$ cat src/rtl/fetch_unit.sv
// Fetch stage: drives the instruction memory address each cycle and pairs the
// returned word with its PC. Handles stall, zero-bubble redirect and fetch faults.
module fetch_unit #(
  parameter logic [31:0] RESET_VECTOR = 32'h0000_0000,
  parameter int unsigned IMEM_BYTES   = 2048
) (
  input  logic        clk,
  input  logic        reset,
  input  logic        stall,
  input  logic        redirect_valid,
  input  logic [31:0] redirect_target,
  output logic [31:0] imem_addr,
  input  logic [31:0] imem_instr,
  output logic [31:0] if_pc,
  output logic [31:0] if_instr,
  output logic        if_valid,
  output logic        fault,
  output logic [31:0] fault_addr,
  output logic [31:0] fetch_count
);

  localparam logic [31:0] LAST_WORD = 32'(IMEM_BYTES - 4);

  typedef enum logic [1:0] {
    BOOT  = 2'd0,
    RUN   = 2'd1,
    FAULT = 2'd2
  } state_t;

  state_t      state;
  logic [31:0] fetch_pc;
  logic [31:0] resp_pc;
  logic        resp_valid;
  logic        fault_hit;

  // Address select: a stall re-reads the displayed word so the output stays stable.
  always_comb begin
    imem_addr = fetch_pc;
    if (reset) begin
      imem_addr = RESET_VECTOR;
    end else begin
      case (state)
        FAULT: imem_addr = resp_pc;
        RUN: begin
          if (redirect_valid) imem_addr = redirect_target;
          else if (stall)     imem_addr = resp_pc;
        end
        default: imem_addr = fetch_pc;
      endcase
    end
  end

  assign fault_hit = (state == RUN) &&
                     ((imem_addr[1:0] != 2'b00) || (imem_addr > LAST_WORD));

  assign if_pc    = resp_pc;
  assign if_instr = imem_instr;
  assign if_valid = !reset && resp_valid && (state == RUN);
  assign fault    = !reset && (state == FAULT);

  always_ff @(posedge clk) begin
    if (reset) begin
      state       <= BOOT;
      fetch_pc    <= RESET_VECTOR;
      resp_pc     <= RESET_VECTOR;
      resp_valid  <= 1'b0;
      fault_addr  <= 32'd0;
      fetch_count <= 32'd0;
    end else begin
      case (state)
        BOOT: begin
          resp_pc    <= fetch_pc;
          resp_valid <= 1'b1;
          fetch_pc   <= fetch_pc + 32'd4;
          state      <= RUN;
        end
        RUN: begin
          if (resp_valid && !stall) fetch_count <= fetch_count + 32'd1;
          if (fault_hit) begin
            // PCs hold so imem_addr freezes on the last good word.
            state      <= FAULT;
            fault_addr <= imem_addr;
            resp_valid <= 1'b0;
          end else if (redirect_valid) begin
            resp_pc    <= redirect_target;
            fetch_pc   <= redirect_target + 32'd4;
            resp_valid <= 1'b1;
          end else if (!stall) begin
            resp_pc    <= fetch_pc;
            fetch_pc   <= fetch_pc + 32'd4;
            resp_valid <= 1'b1;
          end
        end
        FAULT: begin
          state <= FAULT;
        end
        default: begin
          state <= BOOT;
        end
      endcase
    end
  end

endmodule

$ cat config.mk
export PLATFORM = sky130hd
export DESIGN_NAME = fetch_unit
export DESIGN_NICKNAME = d
export VERILOG_FILES = /design/src/rtl/fetch_unit.sv
export SDC_FILE = /design/constraint.sdc
export NUM_CORES = 1
export LEC_CHECK = 0
export ABC_AREA = 1
export BUFFER_PORTS_ARGS = -buffer_cell sky130_fd_sc_hd__buf_4
export CORE_MARGIN = 2
export CORE_UTILIZATION = 49
export DETAILED_ROUTE_END_ITERATION = 6
export PLACE_DENSITY = 0.77
export SETUP_SLACK_MARGIN = 0.1
export SLEW_MARGIN = 5
export SYNTH_ARGS = -nofsm -noshare
export SYNTH_HDL_FRONTEND = slang
export SYNTH_SLANG_ARGS = --single-unit
$ cat constraint.sdc
create_clock -name clk -period 2.2 [get_ports clk]
set_input_delay 0.11 -clock clk [delete_from_list [all_inputs] [get_ports clk]]
set_output_delay 0.11 -clock clk [all_outputs]
set_load 0.05 [all_outputs]
==> metrics.md, run 1 <==
| Metric | Value |
|---|---|
| Worst-Skew Late Latency | `0.44 ns` |
| Final period util | `109%` |
| Hold Crit Start | `reset` |
| Count of state elements after synthesis | `131` |
| Buffers on Ports | `165` |
| Final wirelength | `35.2 mm` |
| RR Startpoint | `state[1]$_SDFFE_PP0P_` |
| I/O Pins | `230` |
| Detail Placement HPWL | `25.0 mm` |
| Violated checks | `setup timing` |
| Skew final | `0.00892 ns` |
| Layout Utilization | `68.6%` |
| Worst path top cell family by delay | `simple AND/OR/NAND/NOR gates` |
| Final cell count without fillers | `1,984` |
| Syn Nets | `1,613` |
| Area contributors post-synth | `dfxtp_1, nand2_1, nor2_1, a21oi_1, o21ai_0` |
| Final Max Tran Viols | `0` |
| Asr flop ratio synth | `0%` |
| Number of flops mapped to enable cells by yosys | `0` |
| H-tree Lvls | `4` |
| N_diodes | `0` |
| Clock Path Buffers | `2` |
| Max FO, Critical Path | `31` |
| Die ar. | `0.0198 mm²` |
| TritonCTS clock tree | `done` |
| Initial antenna violation count | `0` |
| Post-synth top area share | `28.6%` |
| Critical path class | `flip-flop to flip-flop` |
| Total track usage | `34.3%` |
| Total CTS buffers | `17` |
| Fin crit period | `2.41 ns` |
| Core ar. | `0.0181 mm²` |
| Setup crit start | `state[1]$_SDFFE_PP0P_` |
| Status | `finished with violations` |
| Post-layout net count | `1,816` |
| WP buf/inv | `5` |
| Critical path startpoint category | `flip-flop` |
| P_leak | `0.00565 µW` |
| Cells along the critical path | `inv_4, ha_4, inv_8, buf_12, a21oi_2, nand2_1, nand2_1, nand2_1, nand2_1, nor2_1, nand2_1, nor2_4, nand3_4, nand2_8, inv_1, buf_12, nor2_1, nor2_1` |
| Max-cap violations | `0` |
| WL/cell | `17.7 µm` |
| Die Wd | `141 µm` |
| Area delta synth->final | `36.0%` |
| PwrDens | `1570 mW/mm²` |
| RSZ-0062 raised after global routing | `true` |
| Grt met1 use | `43.8%` |
| 1st-iter DRT viols | `1,347` |
| Register area share after synthesis | `28.6%` |
| Initial Util | `50.5%` |
| Netlist cell types | `44` |
| 1st-pass router iterations | `5` |
| Largest net degree at the start of global routing | `45` |
| Global-route wire length before repair | `54.1 mm` |
| CTS root buf | `clkbuf_16` |
| Hold Crit Class | `primary input to flip-flop` |
| Via-to-Cell Ratio | `5.68` |
| Final WS setup | `-0.209 ns` |
| Slowest cell delay on critical path | `0.35 ns` |
| Placed Cells | `1,936` |
| DRT antenna net count | `0` |
| Fin. Hold Viols | `0` |
| Syn Area/Cell | `5.95 µm²` |
| Vias post-DR | `11,265` |
| CP dominant cell by count | `nand2_1` |
| Worst slack, placed | `-0.192 ns` |
| Met3 GRT Util | `6.76%` |
| Die Y | `141 µm` |
| Final setup violation count | `111` |
| Sinks on Clock Net | `131` |
| Vias in the first global route | `10,508` |
| Syn Inst Count | `1,539` |
| Synth Cell Area | `0.00916 mm²` |
| Top FF cell, synth | `dfxtp_1` |
| Slew HR | `58.5%` |
| Ratio of cells with drive above 1 in the final layout | `25.9%` |
| GPL Wtd Cong | `0.996` |
| Dominant cell type by area after synthesis | `dfxtp_1` |
| Grt met2 use | `56.1%` |
| GRT overflow | `0` |
| Worst path slowest cell | `dfxtp_2` |
| WP data arrival | `2.73 ns` |
| Most Crowded Layer GR | `met2` |
| Fmax | `0.415 GHz` |
| Worst Setup End Kind | `flip-flop` |
| Synth Warn # | `0` |
| Reg clk slew, reported paths | `0.06 ns` |
| # rows | `49` |
| Drt drc | `0` |
| Critical Path RT | `2.53 ns` |
| Worst-Margin Slew | `0.616 ns` |
| VDD IR max | `1300 µV` |
worst register-to-register path, cell delays in order, from the launching register on:
cell	delay, ns
dfxtp_2	0.35
inv_4	0.05
ha_4	0.21
inv_8	0.09
buf_12	0.15
a21oi_2	0.05
nand2_1	0.12
nand2_1	0.08
nand2_1	0.08
nand2_1	0.05
nor2_1	0.12
nand2_1	0.10
nor2_4	0.17
nand3_4	0.12
nand2_8	0.13
inv_1	0.09
buf_12	0.19
nor2_1	0.12
nor2_1	0.06
cell usage after synthesis, types with 12 or more instances:
master / n
buf_2: 21
inv_1: 157
buf_4: 34
nor3_1: 44
dfxtp_1: 131
o21ai_0: 128
nand2_1: 385
a21oi_1: 132
nand4_1: 22
nand3_1: 89
nor2_1: 248
xor2_1: 25
o22ai_1: 12
clkbuf_1: 28
worst paths after layout:
| path | cells after the start | endpoint | slack, ns |
|---|---|---|---|
| worst min register to register | 2 | fault_addr[16]$_SDFFE_PP0P_ | 0.49 |
| worst min-delay path | 2 | fetch_count[2]$_SDFFE_PP0P_ | 0.11 |
| worst max register to register | 18 | if_pc[18]$_SDFFE_PP0P_ | -0.21 |
| worst max-delay path | 18 | if_pc[18]$_SDFFE_PP0P_ | -0.21 |
layout make-up:
class / count / area [µm²]
clock buffers: 20 / 457
clock inverters: 12 / 169
fillers: 1588 / 5700
inverters: 166 / 667
multi-input cells: 1139 / 5760
flip-flops and latches: 131 / 2630
well taps: 229 / 287
repair buffers: 286 / 2470
repair inverters: 1 / 6.26
routing by layer:
layer	part of all wire [%]	vias up
li1	-	5345
met1	41	5216
met4	4.1	0
met5	0	-
met3	8.7	115
met2	47	589
cell families after synthesis:
logic type      Yosys count  share of synthesized area (%)
simple gates            817                           37.6
compound gates          288                           16.4
flops                   131                           28.6
fa+ha+maj                 6                          0.820
xor+xnor                 28                           2.68
buf+inv                 269                           13.9
power breakdown:
group,leakage [µW],switching (µW),internal [µW]
Sequential,0.00108,668,3030
Clock,0.000300,1190,1870
Combinational,0.00428,8280,4530
stage by stage:
| stage | cell area, µm² | hold slack, ns | TNS (ns) | total power [µW] |
|---|---|---|---|---|
| 4_1_cts | 12100 | 0.0981 | -7.24 | 18900 |
| 5_1_grt | 12400 | 0.122 | -30.52 | 20500 |
| 2_1_floorplan | 9400 | 0.301 | 0 | 11700 |
| 3_3_place_gp | 11200 | 0.220 | -5.87 | 15000 |
| 6_report | 12400 | 0.113 | -15.10 | 19600 |
| 3_5_place_dp | 11200 | 0.220 | -11.85 | 15200 |
cells in the final DEF (no fill, tap or decap), drive strengths merged, types with 2 or more instances in the layout:
cell type | Yosys | final
nand2 | 391 | 391
buf | 74 | 284
nor2 | 250 | 250
inv | 165 | 171
a21oi | 132 | 132
dfxtp | 131 | 131
o21ai | 128 | 128
nand3 | 91 | 91
nor3 | 45 | 45
xor2 | 25 | 25
nand4 | 23 | 23
clkbuf | 29 | 20
o22ai | 12 | 12
nor4 | 7 | 7
ha | 6 | 6
nor3b | 5 | 5
a221oi | 3 | 3
o21a | 3 | 3
xnor2 | 3 | 3
bufinv | 0 | 3
clkinv | 1 | 3
and3 | 2 | 2
a31oi | 2 | 2
o31ai | 2 | 2
o211ai | 2 | 2
clkinvlp | 0 | 2
dlygate4sd3 | 0 | 2
a211oi | 2 | 2
sequential cells by signal (all words and copies together), names as in the netlist:
register and flops:
fault_addr 32, fetch_count 32, fetch_pc 32, if_pc 32, state 2, resp_valid 1
timing repair:
action                                  CTS  global route
endpoints found under the setup margin  135           150
cloned                                    2             0
pin swaps                                15            18
gates resized for setup                  79            82
hold buffers                              2             0
hold endpoints to repair                  2             0
buffers inserted                          9             3
Power figures use the tool's default switching activity.
==> run 2: changes to the inputs <==
--- a/config.mk
+++ b/config.mk
@@ -8,9 +8,9 @@
 export ABC_AREA = 1
 export BUFFER_PORTS_ARGS = -buffer_cell sky130_fd_sc_hd__buf_4
 export CORE_MARGIN = 2
-export CORE_UTILIZATION = 49
+export CORE_UTILIZATION = 45
 export DETAILED_ROUTE_END_ITERATION = 6
-export PLACE_DENSITY = 0.77
+export PLACE_DENSITY = 0.72
 export SETUP_SLACK_MARGIN = 0.1
 export SLEW_MARGIN = 5
 export SYNTH_ARGS = -nofsm -noshare
==> run 2 against run 1 <==
Compared with the run above: the flow still finishes with violations (setup timing); clock-buffer cell count down 2; worst hold slack improved by 0.027 ns; sequential share of layout area fell by 1.7 points; combinational power is 20% higher; die area is 8.6% higher; largest power group unchanged.
==> metrics.md, run 2 (same netlist as run 1, synthesis figures left out) <==
| Metric | Value |
|---|---|
| Critical path class | `flip-flop to flip-flop` |
| 1st-iter DRT viols | `1,292` |
| Slowest cell delay on critical path | `0.37 ns` |
| P_leak | `0.00607 µW` |
| Internal | `10,700 µW` |
| Worst path top cell family by delay | `simple AND/OR/NAND/NOR gates` |
| H-tree Lvls | `4` |
| Worst slack, placed | `-0.336 ns` |
| Critical Path RT | `2.52 ns` |
| Final wirelength | `39.5 mm` |
| Area delta synth->final | `48.0%` |
| Largest net degree at the start of global routing | `58` |
| Final period util | `118%` |
| Worst r2r dst | `if_pc[13]$_SDFFE_PP0P_` |
| Die Y | `147 µm` |
| CTS root buf | `clkbuf_16` |
| Met3 GRT Util | `5.31%` |
| Cells along the critical path | `inv_4, ha_4, buf_12, clkinv_16, buf_8, a21oi_2, nand2_1, nand2_2, nand4_1, nor2_4, nand3_4, nand2_8, inv_2, buf_6, nor2_1, nor2_1` |
| Sinks on Clock Net | `131` |
| CP dominant cell by count | `nor2_1` |
| Ratio of cells with drive above 1 in the final layout | `32.8%` |
| Initial antenna violation count | `0` |
| Worst-Skew Late Latency | `0.44 ns` |
| Slew HR | `40.3%` |
| # rows | `52` |
| Die Wd | `147 µm` |
| NetSw | `11,400 µW` |
| 1st-pass router iterations | `7` |
| Max FO, Critical Path | `10` |
| RR Startpoint | `state[0]$_SDFFE_PP0P_` |
| Hold Crit Class | `primary input to flip-flop` |
| Net Sw Frac | `51.6%` |
| I/O Pins | `230` |
| Vias in the first global route | `10,445` |
| Buffers on Ports | `165` |
| Grt met2 use | `50.4%` |
| VDD IR max | `1320 µV` |
| Detail Placement HPWL | `25.6 mm` |
| Fin crit period | `2.60 ns` |
| PwrDens | `1630 mW/mm²` |
| GPL Wtd Cong | `0.982` |
| Clock Path Buffers | `2` |
| Vias post-DR | `12,084` |
| Hold path cells | `6` |
| WL/cell | `19.0 µm` |
| Status | `finished with violations` |
| GRT overflow | `0` |
| RSZ-0062 raised after global routing | `true` |
| Final Max Tran Viols | `0` |
| Total track usage | `31.9%` |
| Most common cell after layout, fill and taps aside | `nand2_1` |
| Final setup violation count | `140` |
| FF-to-FF path depth | `16` |
| WP data arrival | `2.92 ns` |
| Drt drc | `0` |
| Violated checks | `setup timing` |
| Most Crowded Layer GR | `met2` |
| Critical path startpoint category | `flip-flop` |
| Hold Crit Start | `redirect_target[8]` |
| Layout Utilization | `67.4%` |
| Power share of the combinational group | `69.3%` |
| N_diodes | `0` |
| Via-to-Cell Ratio | `5.81` |
| Initial Util | `45.5%` |
| Worst path slowest cell | `dfxtp_4` |
| DRT antenna net count | `0` |
| Post-layout net count | `1,872` |
| Total CTS buffers | `17` |
| Worst-Margin Slew | `0.887 ns` |
| Clock Power Share | `13.6%` |
| Core ar. | `0.0201 mm²` |
| Max-cap violations | `0` |
| Commonest cells after routing, fill and taps aside | `nand2_1, buf_4, nor2_1` |
| Grt met1 use | `41.1%` |
| Flop pwr share | `17.1%` |
| Worst Hold Endpoint | `fetch_pc[8]$_SDFFE_PP0P_` |
| Fmax | `0.385 GHz` |
| Reg clk slew, reported paths | `0.06 ns` |
| WP buf/inv | `6` |
| Skew final | `0.0131 ns` |
| Die ar. | `0.0215 mm²` |
| Fin. Hold Viols | `0` |
| Worst Setup End Kind | `flip-flop` |
| Final WS setup | `-0.401 ns` |
| Setup slack, reg-to-reg | `-0.40 ns` |
| TritonCTS clock tree | `done` |
| Global-route wire length before repair | `54.4 mm` |
==> run 2: cell count changes in the layout (fill, tap and decap cells not counted), sizes merged <==
cell    before  now
buf        284  332
clkbuf      20   21
clkinv       3   11
inv        171  170
==> run 2: worst max-delay path by stage <==
stage                           from                         to  slack [ns]  cells past startpoint
2_1_floorplan                  reset                   if_valid        0.02                      5
3_3_place_gp   state[0]$_SDFFE_PP0P_     if_pc[27]$_SDFFE_PP0P_       -0.26                     15
3_5_place_dp   state[1]$_SDFFE_PP0P_     if_pc[31]$_SDFFE_PP0P_       -0.34                     15
4_1_cts        state[0]$_SDFFE_PP0P_  fetch_pc[12]$_SDFFE_PP0P_       -0.23                     16
5_1_grt        state[0]$_SDFFE_PP0P_    resp_valid$_SDFFE_PP0P_       -0.48                     16
6_report       state[0]$_SDFFE_PP0P_     if_pc[13]$_SDFFE_PP0P_       -0.40                     16
==> run 2: worst register-to-register path: stages (launching register included) <==
cell and delay [ns]:
dfxtp_4 0.37, inv_4 0.05, ha_4 0.32, buf_12 0.15, clkinv_16 0.07, buf_8 0.13
a21oi_2 0.11, nand2_1 0.07, nand2_2 0.07, nand4_1 0.17, nor2_4 0.22, nand3_4 0.14
nand2_8 0.17, inv_2 0.09, buf_6 0.15, nor2_1 0.12, nor2_1 0.07
==> run 2: through the flow <==
stage	cells	total power (µW)	hold slack, ns	instance area, µm²	TNS [ns]
final	2081	22100	0.139	13600	-38.58
after global routing	2081	22900	0.133	13600	-47.58
after CTS	2031	19000	0.105	12200	-15.54
after detailed placement	1986	15300	0.220	11300	-22.52
after global placement	1986	15200	0.220	11300	-18.28
after floorplan	1539	11700	0.301	9400	0
==> run 2: per-layer routing <==
layer,vias to the layer above,part of all wire (%)
met5,-,0
met4,0,6.4
met3,212,11
met2,827,45
met1,5585,38
li1,5460,-
==> run 2: area by class of cell <==
| cell class | count | area, µm² |
|---|---|---|
| Multi-Input combinational cell | 1139 | 6100 |
| Tap cell | 270 | 338 |
| Timing Repair Buffer | 337 | 3110 |
| Sequential cell | 131 | 2630 |
| Fill cell | 1631 | 6550 |
| Clock inverter | 14 | 181 |
| Clock buffer | 18 | 429 |
| Timing Repair inverter | 6 | 77.6 |
| Inverter | 166 | 689 |
==> run 2: what timing repair did <==
| item | 4_1_cts | 5_1_grt |
|---|---|---|
| pin swaps | 11 | 54 |
| cloned | 2 | 8 |
| buffers inserted | 9 | 47 |
| endpoints found under the setup margin | 142 | 147 |
| hold endpoints to repair | 2 | 0 |
| hold buffers | 2 | 0 |
| resized for setup | 51 | 271 |
==> run 2: power by group through the flow <==
stage / registers (µW) / clock network (µW) / logic [µW]
floorplan: 4970 / 0 / 6770
CTS: 3650 / 3010 / 12300
global placement: 3690 / 0 / 11500
finish: 3770 / 3010 / 15300
detailed placement: 3690 / 0 / 11600
global route: 3810 / 3110 / 16000
